**src/rtl/regfile_scoreboard.sv**
```systemverilog
// Parametrised ID-stage register file. Provides same-cycle write-to-read bypass,
// a per-register pending-write scoreboard, and a sequential clear after reset.
module regfile_scoreboard #(
  parameter int unsigned XLEN     = 32,
  parameter int unsigned NREGS    = 32,
  parameter int unsigned ZERO_REG = 1,
  localparam int unsigned AW      = (NREGS > 2) ? $clog2(NREGS) : 1
) (
  input  logic            clk,
  input  logic            rst,
  input  logic [AW-1:0]   rs1,
  input  logic [AW-1:0]   rs2,
  input  logic [AW-1:0]   rd,
  input  logic            RegWrite,
  input  logic [XLEN-1:0] write_data,
  output logic [XLEN-1:0] read_data1,
  output logic [XLEN-1:0] read_data2,
  input  logic            issue_valid,
  input  logic [AW-1:0]   issue_rd,
  output logic            pending1,
  output logic            pending2,
  output logic            init_busy
);

  localparam logic [AW-1:0] LAST_IDX = AW'(NREGS - 1);
  localparam logic          HAS_ZERO = (ZERO_REG != 0);

  typedef enum logic {CLEAR, RUN} state_t;

  state_t          state;
  state_t          state_next;
  logic [AW-1:0]   clr_idx;
  logic [AW-1:0]   clr_idx_next;
  logic [XLEN-1:0] regs [NREGS];
  logic [NREGS-1:0] pending;

  logic run;
  logic wr_legal;
  logic set_legal;

  // Register 0 is excluded from writes and pending-sets when hardwired
  assign run       = !rst && (state == RUN);
  assign wr_legal  = run && RegWrite && !(HAS_ZERO && (rd == '0));
  assign set_legal = run && issue_valid && !(HAS_ZERO && (issue_rd == '0));
  assign init_busy = rst || (state == CLEAR);

  // Clear-engine state register and index counter
  always_ff @(posedge clk) begin
    if (rst) begin
      state   <= CLEAR;
      clr_idx <= '0;
    end else begin
      state   <= state_next;
      clr_idx <= clr_idx_next;
    end
  end

  // Walk every index once, then hand over to normal operation
  always_comb begin
    state_next   = state;
    clr_idx_next = clr_idx;
    case (state)
      CLEAR: begin
        clr_idx_next = clr_idx + AW'(1);
        if (clr_idx == LAST_IDX) begin
          state_next = RUN;
        end
      end
      RUN: begin
        state_next = RUN;
      end
      default: begin
        state_next = CLEAR;
      end
    endcase
  end

  // Register array: zeroed one entry per cycle during clear, WB writes in run
  always_ff @(posedge clk) begin
    if (!rst) begin
      if (state == CLEAR) begin
        regs[clr_idx] <= '0;
      end else if (wr_legal) begin
        regs[rd] <= write_data;
      end
    end
  end

  // Scoreboard: set after clear so a new producer on the same index wins
  always_ff @(posedge clk) begin
    if (rst) begin
      pending <= '0;
    end else if (run) begin
      if (wr_legal) begin
        pending[rd] <= 1'b0;
      end
      if (set_legal) begin
        pending[issue_rd] <= 1'b1;
      end
    end
  end

  // Read port 1 with bypass from the write port
  always_comb begin
    read_data1 = '0;
    if (run) begin
      if (wr_legal && (rs1 == rd)) begin
        read_data1 = write_data;
      end else if (HAS_ZERO && (rs1 == '0)) begin
        read_data1 = '0;
      end else begin
        read_data1 = regs[rs1];
      end
    end
  end

  // Read port 2 with bypass from the write port
  always_comb begin
    read_data2 = '0;
    if (run) begin
      if (wr_legal && (rs2 == rd)) begin
        read_data2 = write_data;
      end else if (HAS_ZERO && (rs2 == '0)) begin
        read_data2 = '0;
      end else begin
        read_data2 = regs[rs2];
      end
    end
  end

  // Hazard flags drop in the write-back cycle, matching the data bypass
  always_comb begin
    pending1 = run && pending[rs1] && !(wr_legal && (rd == rs1));
    pending2 = run && pending[rs2] && !(wr_legal && (rd == rs2));
  end

endmodule
```
**config.mk**
```make
export PLATFORM = sky130hd
export DESIGN_NAME = regfile_scoreboard
export DESIGN_NICKNAME = d
export VERILOG_FILES = /design/src/rtl/regfile_scoreboard.sv
export SDC_FILE = /design/constraint.sdc
export NUM_CORES = 1
export LEC_CHECK = 0
export ABC_CLOCK_PERIOD_IN_PS = 11200
export CAP_MARGIN = 15
export CORE_MARGIN = 5
export CORE_UTILIZATION = 65
export CTS_CLUSTER_SIZE = 20
export DETAILED_ROUTE_END_ITERATION = 8
export DONT_BUFFER_PORTS = 1
export MAX_ROUTING_LAYER = met4
export PLACE_DENSITY_LB_ADDON = 0.3
export RECOVER_POWER = 100
export SLEW_MARGIN = 20
export SYNTH_ARGS = -nofsm -noshare
export SYNTH_HDL_FRONTEND = slang
export SYNTH_SLANG_ARGS = --single-unit
export TNS_END_PERCENT = 10
```
**constraint.sdc**
```tcl
create_clock -name clk -period 11.2 [get_ports clk]
set_clock_uncertainty 0.1 [all_clocks]
set_input_delay 1.68 -clock clk [delete_from_list [all_inputs] [get_ports clk]]
set_output_delay 1.68 -clock clk [all_outputs]
set_load 0.05 [all_outputs]
```
* Yosys cells after proc, flatten, opt, wreduce, memory -nomap -nowiden
Memory sizes are Yosys's and may differ from the RTL's. Cells that the tools add are included.
Word-level totals: memories 1, bits in read-only memories 0, bits in writable memories 1024, word-level logic and storage cells 76, input port bits 56, output and inout bits 67, register bits after elaboration 38, bits in latches 0
Cells by class: reductions and logical operators 26, equality and inequality tests 5, $mul 0, add/sub/neg operators 1, bitwise operators 4, $lt $le $gt $ge 6, mux-type cells 30, divide/modulo/power cells 0, shift operators 0
Memories:
- regs | depth 32, bits a word 32, rd ports 2, clocked after Yosys merged registers in 0, wr ports 1, line 34 | logic [XLEN-1:0] regs [NREGS];
Operators with widths (count):
- $mux 32 | 11
- $and 32x32->32 | 1
- $not 32->32 | 1
- $or 32x32->32 | 1
- $reduce_or 32->1 | 1
- $lt 5x6->1 const B | 4
- $eq 5x5->1 | 4
- $logic_not 5->1 | 4
- $logic_and 1x1->1 | 15
- $mux 1 | 13
- $bmux 1 s5 | 2
- $demux 1 s5 | 2
- $ge 5x1->1 const B | 2
- $add 5x1->5 const B | 1
- $eq 5x5->1 const B | 1
- $logic_not 1->1 | 5
- $mux 5 | 1
- $pmux 1 s2 | 1
- $logic_or 1x1->1 | 1
- $not 1->1 | 1

* Depth between registers and ports, before layout
word-level depth 11, gate-level depth with buffers 8

* Least setup slack after synthesis
OpenSTA, ideal clock, no wires.
path kind in2out, from input rs1[0], to output pending1, path slack 5197 ps, cell stages on the path 7, arrival time 4223 ps, required time 9420 ps, cells stage by stage buf_2 buf_2 buf_2 buf_2 mux4_2 mux2i_1 a221oi_1
Between the ends: cells in the longest elaborated chain, start to end 4
Ends and longest elaborated chain:
- start, declared | line 11 | input logic [AW-1:0] rs1,
- $bmux 1 s5 or $eq 5x5->1 (tied branches) | line 133 | pending1 = run && pending[rs1] && !(wr_legal && (rd == rs1));
- $mux 1 (not written as such) or $logic_and 1x1->1 (tied branches) | line 133
- $logic_and 1x1->1 or $logic_not 1->1 (tied branches) | line 133
- $logic_and 1x1->1 (*) | line 133
- end, declared | line 20 | output logic pending1,
Every way passes the cells marked *; elsewhere a longest branch is shown, timed or not. The select of a mux whose other input is x is not followed.

* Final worst setup path
from input rd[2], to output read_data1[2]
Between the ends: cells in the longest elaborated chain, start to end 6
Ends and longest elaborated chain:
- start, declared | line 13 | input logic [AW-1:0] rd,
- $logic_not 5->1 | line 43 | assign wr_legal = run && RegWrite && !(HAS_ZERO && (rd == '0));
- $logic_not 1->1 | line 43
- $logic_and 1x1->1 | line 43
- $logic_and 1x1->1 (*) | line 107 | if (wr_legal && (rs1 == rd)) begin
- $mux 32 (*) | line 107
- $mux 32 (*) | line 106 | if (run) begin
- end, declared | line 16 | output logic [XLEN-1:0] read_data1,
Every way passes the cells marked *; elsewhere a longest branch is shown, timed or not.

==> summary.md <==
| Metric | Value |
|---|---|
| Status | complete, but fails checks |
| Violated checks | max-capacitance violations, max-slew violations |
| R2r startpoint | state |
| Most frequent cells in the layout | edfxtp_1 (1024), mux4_2 (531), a22oi_1 (128), a211oi_1 (128), clkbuf_16 (108) |
| Initial antenna violation count | 3 |
| Max transition margin | -129.1% |
| Starting DRT DRC Count | 4680 |
| Drt wl/cell | 38.54 um |
| Met2 Track Usage GR | 54.35% |
| Avg Inst Size Synth | 19.05 um^2 |
| Worst slack, placed | around 4300 ps |
| Largest cells by area after synthesis | edfxtp_1 (62%), mux4_2 (24%), a211oi_1 (1.9%) |
| Fin crit share | between 70% and 80% |
| Layout Utilization | 71.12% |
| Clock Latency Late Sink | about 680 ps |
| Die height | 287.1 um |
| RSZ-0062 raised after global routing | false |
| CP Capture Type | output pin |
| EDFF count, synth | 1024 |
| Crit path launch | rd[2] |
| GRT Overall Usage | 35.51% |
| Reg clk slew, reported paths | 60 ps |
| Finish-stage setup viols | 0 |
| Fill count | 4488 |
| Clk buf depth | 3 |
| Crit Path Max Fanout | 34 |
| Synth Net Count | 2677 |
| Met1 Track Usage GR | 46.49% |
| Hold WS | ~390 ps |
| Setup bufs post-CTS | 0 |
| Register area | 31510 um^2 |
| I/O Pins | approximately 120 |
| Synthesized cell area | 49890 um^2 |
| Power Dens Cells | ~150 nW/um^2 |
| Worst VDD drop | 0.1579 mV |
| Synth top area share | just over 60% |
| Nets | ~2600 |
| Full die area | 82400 um^2 |
| Yosys warns | 0 |
| Commonest non-fill, non-tap cell in the layout | edfxtp_1 |
| GR peak layer | met2 |
| Worst EP required | between 9000 and 10000 ps |
| DRT Pass-1 Iters | 6 |
| Layout cells sized above 1 | between 20% and 30% |
| Startpoint types | input port |
| Htree depth | 3 |
| Largest net degree at the start of global routing | 267 |
| Dominant synthesized flop cell | edfxtp_1 |
| Cts repair resizes | 0 |
| Post-synth cell types | 46 |
| Core Rows | 101 |
| Async SR Flop Fraction | 0% |
| Critical path arrival | 7100 ps |
| Post-layout worst setup margin | 2322 ps |
| CTS buffer count | 107 |
| Dpl hpwl | 74660 um |
| Port Buffers | 0 |
| Cts hold-fix bufs | 0 |
| Area of the multi-input gates | between 15000 and 20000 um^2 |
| Area growth, synth to finish | 8.441% |
| CORE AREA | between 70000 and 80000 um^2 |
| Fmax | 0.1126 GHz |
| Number of global-route vias before repair | 29926 |
| Min-delay src | pending[0] |
| Slew at the pin closest to its max-slew limit | 3437 ps |
| Sink Count | 1062 |
| Via/cell ratio | 8.022 |
| Grt met3 use | between 10% and 20% |
| RD Place Congestion | about 0.89 |
| Final min period | 8878 ps |
| CTS tree | built |
| Critical path class | in2out |
| Flops & latches, synth | 1062 |
| Remaining DRCs | 0 |
| Setup_tns | 0 ps |
| Antenna-violating nets left | 0 |
| Max Cap Viol | 59 |
| Final slew viol count | 1757 |
| Leakage power | between 0.01 and 0.015 uW |
| Worst Hold Class | reg2reg |
| Post-synthesis cell count | 2619 |
| Yosys top cell by area | edfxtp_1 |
| WL final | 141400 um |
| CTS root buf | clkbuf_16 |
| Total gr overflow | 0 |
| Register area share after synthesis | 63.16% |
| Routed via count | 29441 |
| First-pass GRT wire length | 205200 um |
| Hold Fails Final Rpt | 0 |
| DIE WIDTH | between 200 and 300 um |
| Initial Util | around 66% |
==> state kept, by name, indices dropped and copies added, names as in the netlist <==
register,cells
clr_idx,5
state,1
regs,1024
pending,32
==> worst max-delay path: stages <==
cell and delay [ps]:
or3_1 450, o311ai_0 2590, nor3_4 -140, buf_4 420, a2111oi_4 1020, buf_4 450
a221o_1 560
==> cell type report <==
| class | count | share of cell area, % |
|---|---|---|
| timing repair buffer | 50 | 0.4510 |
| sequential | 1062 | 58.24 |
| inverter | 3 | 0.02081 |
| antenna | 4 | 0.01850 |
| tap | 1030 | 2.382 |
| clock inverter | 65 | 0.9852 |
| multi-input combinational | 1326 | 32.74 |
| clock buffer | 130 | 5.166 |
==> power by group <==
group	switching (uW)	internal [uW]
clock network	1510	1930
registers	13.5	4320
logic	173	184
total	1690	6440
==> through the flow <==
step / std cells / cell area, um^2 / total power (uW)
after floorplan: 2619 / 49890 / 4755
final: 3670 / 54100 / 8133
after global placement: 3471 / 50950 / 4750
after global routing: 3669 / 54100 / 8348
after detailed placement: 3471 / 50950 / 4760
after CTS: 3666 / 54280 / 8135
==> Yosys cell counts, types with 2 or more instances <==
library cell,count
clkbuf_1,129
a22oi_1,128
dfxtp_1,38
nor3_2,2
and3_1,2
nor2b_1,82
nand4_1,5
nand4b_1,2
mux2i_1,69
nor3_1,5
nand3_1,11
a21boi_1,4
a211oi_1,128
a221o_1,64
and2_1,34
inv_1,2
o21ai_0,31
nor4_1,3
a31oi_1,5
nand3b_1,4
o311ai_1,2
buf_2,72
a41oi_1,2
nor2_1,61
buf_6,3
buf_1,24
edfxtp_1,1024
a21oi_1,30
mux4_2,531
ha_1,2
nand2_1,95
xnor2_1,11
==> layer usage <==
metal | vias to the layer above | wire length [um]
li1 | 11204 | -
met1 | 15108 | 46660
met2 | 2639 | 67670
met3 | 490 | 20710
met4 | 0 | 6406
met5 | - | 0
==> path summary, 6_finish.rpt <==
check | slack [ps] | depth (start not counted) | endpoint
max reg2reg | 3710 | 7 | regs[0][5]
min | 390 | 1 | pending[0]
max | 2320 | 7 | read_data1[2]
min reg2reg | 390 | 1 | pending[0]
==> cell families (layout without fill, tap and decap cells) <==
group / after synthesis / after routing / synth area share [%]
flip-flops: 1062 / 1062 / 63.16
multiplexers: 600 / 600 / 25.35
buffers and inverters: 231 / 248 / 1.964
adder cells (fa/ha/maj): 2 / 2 / 0.05015
XOR/XNOR: 12 / 12 / 0.2107
other: 0 / 4 / 0
AND/OR/NAND/NOR: 312 / 312 / 3.147
AO/OA/AOI/OAI: 400 / 400 / 6.119
No activity file was read; power rests on OpenSTA's default activity.
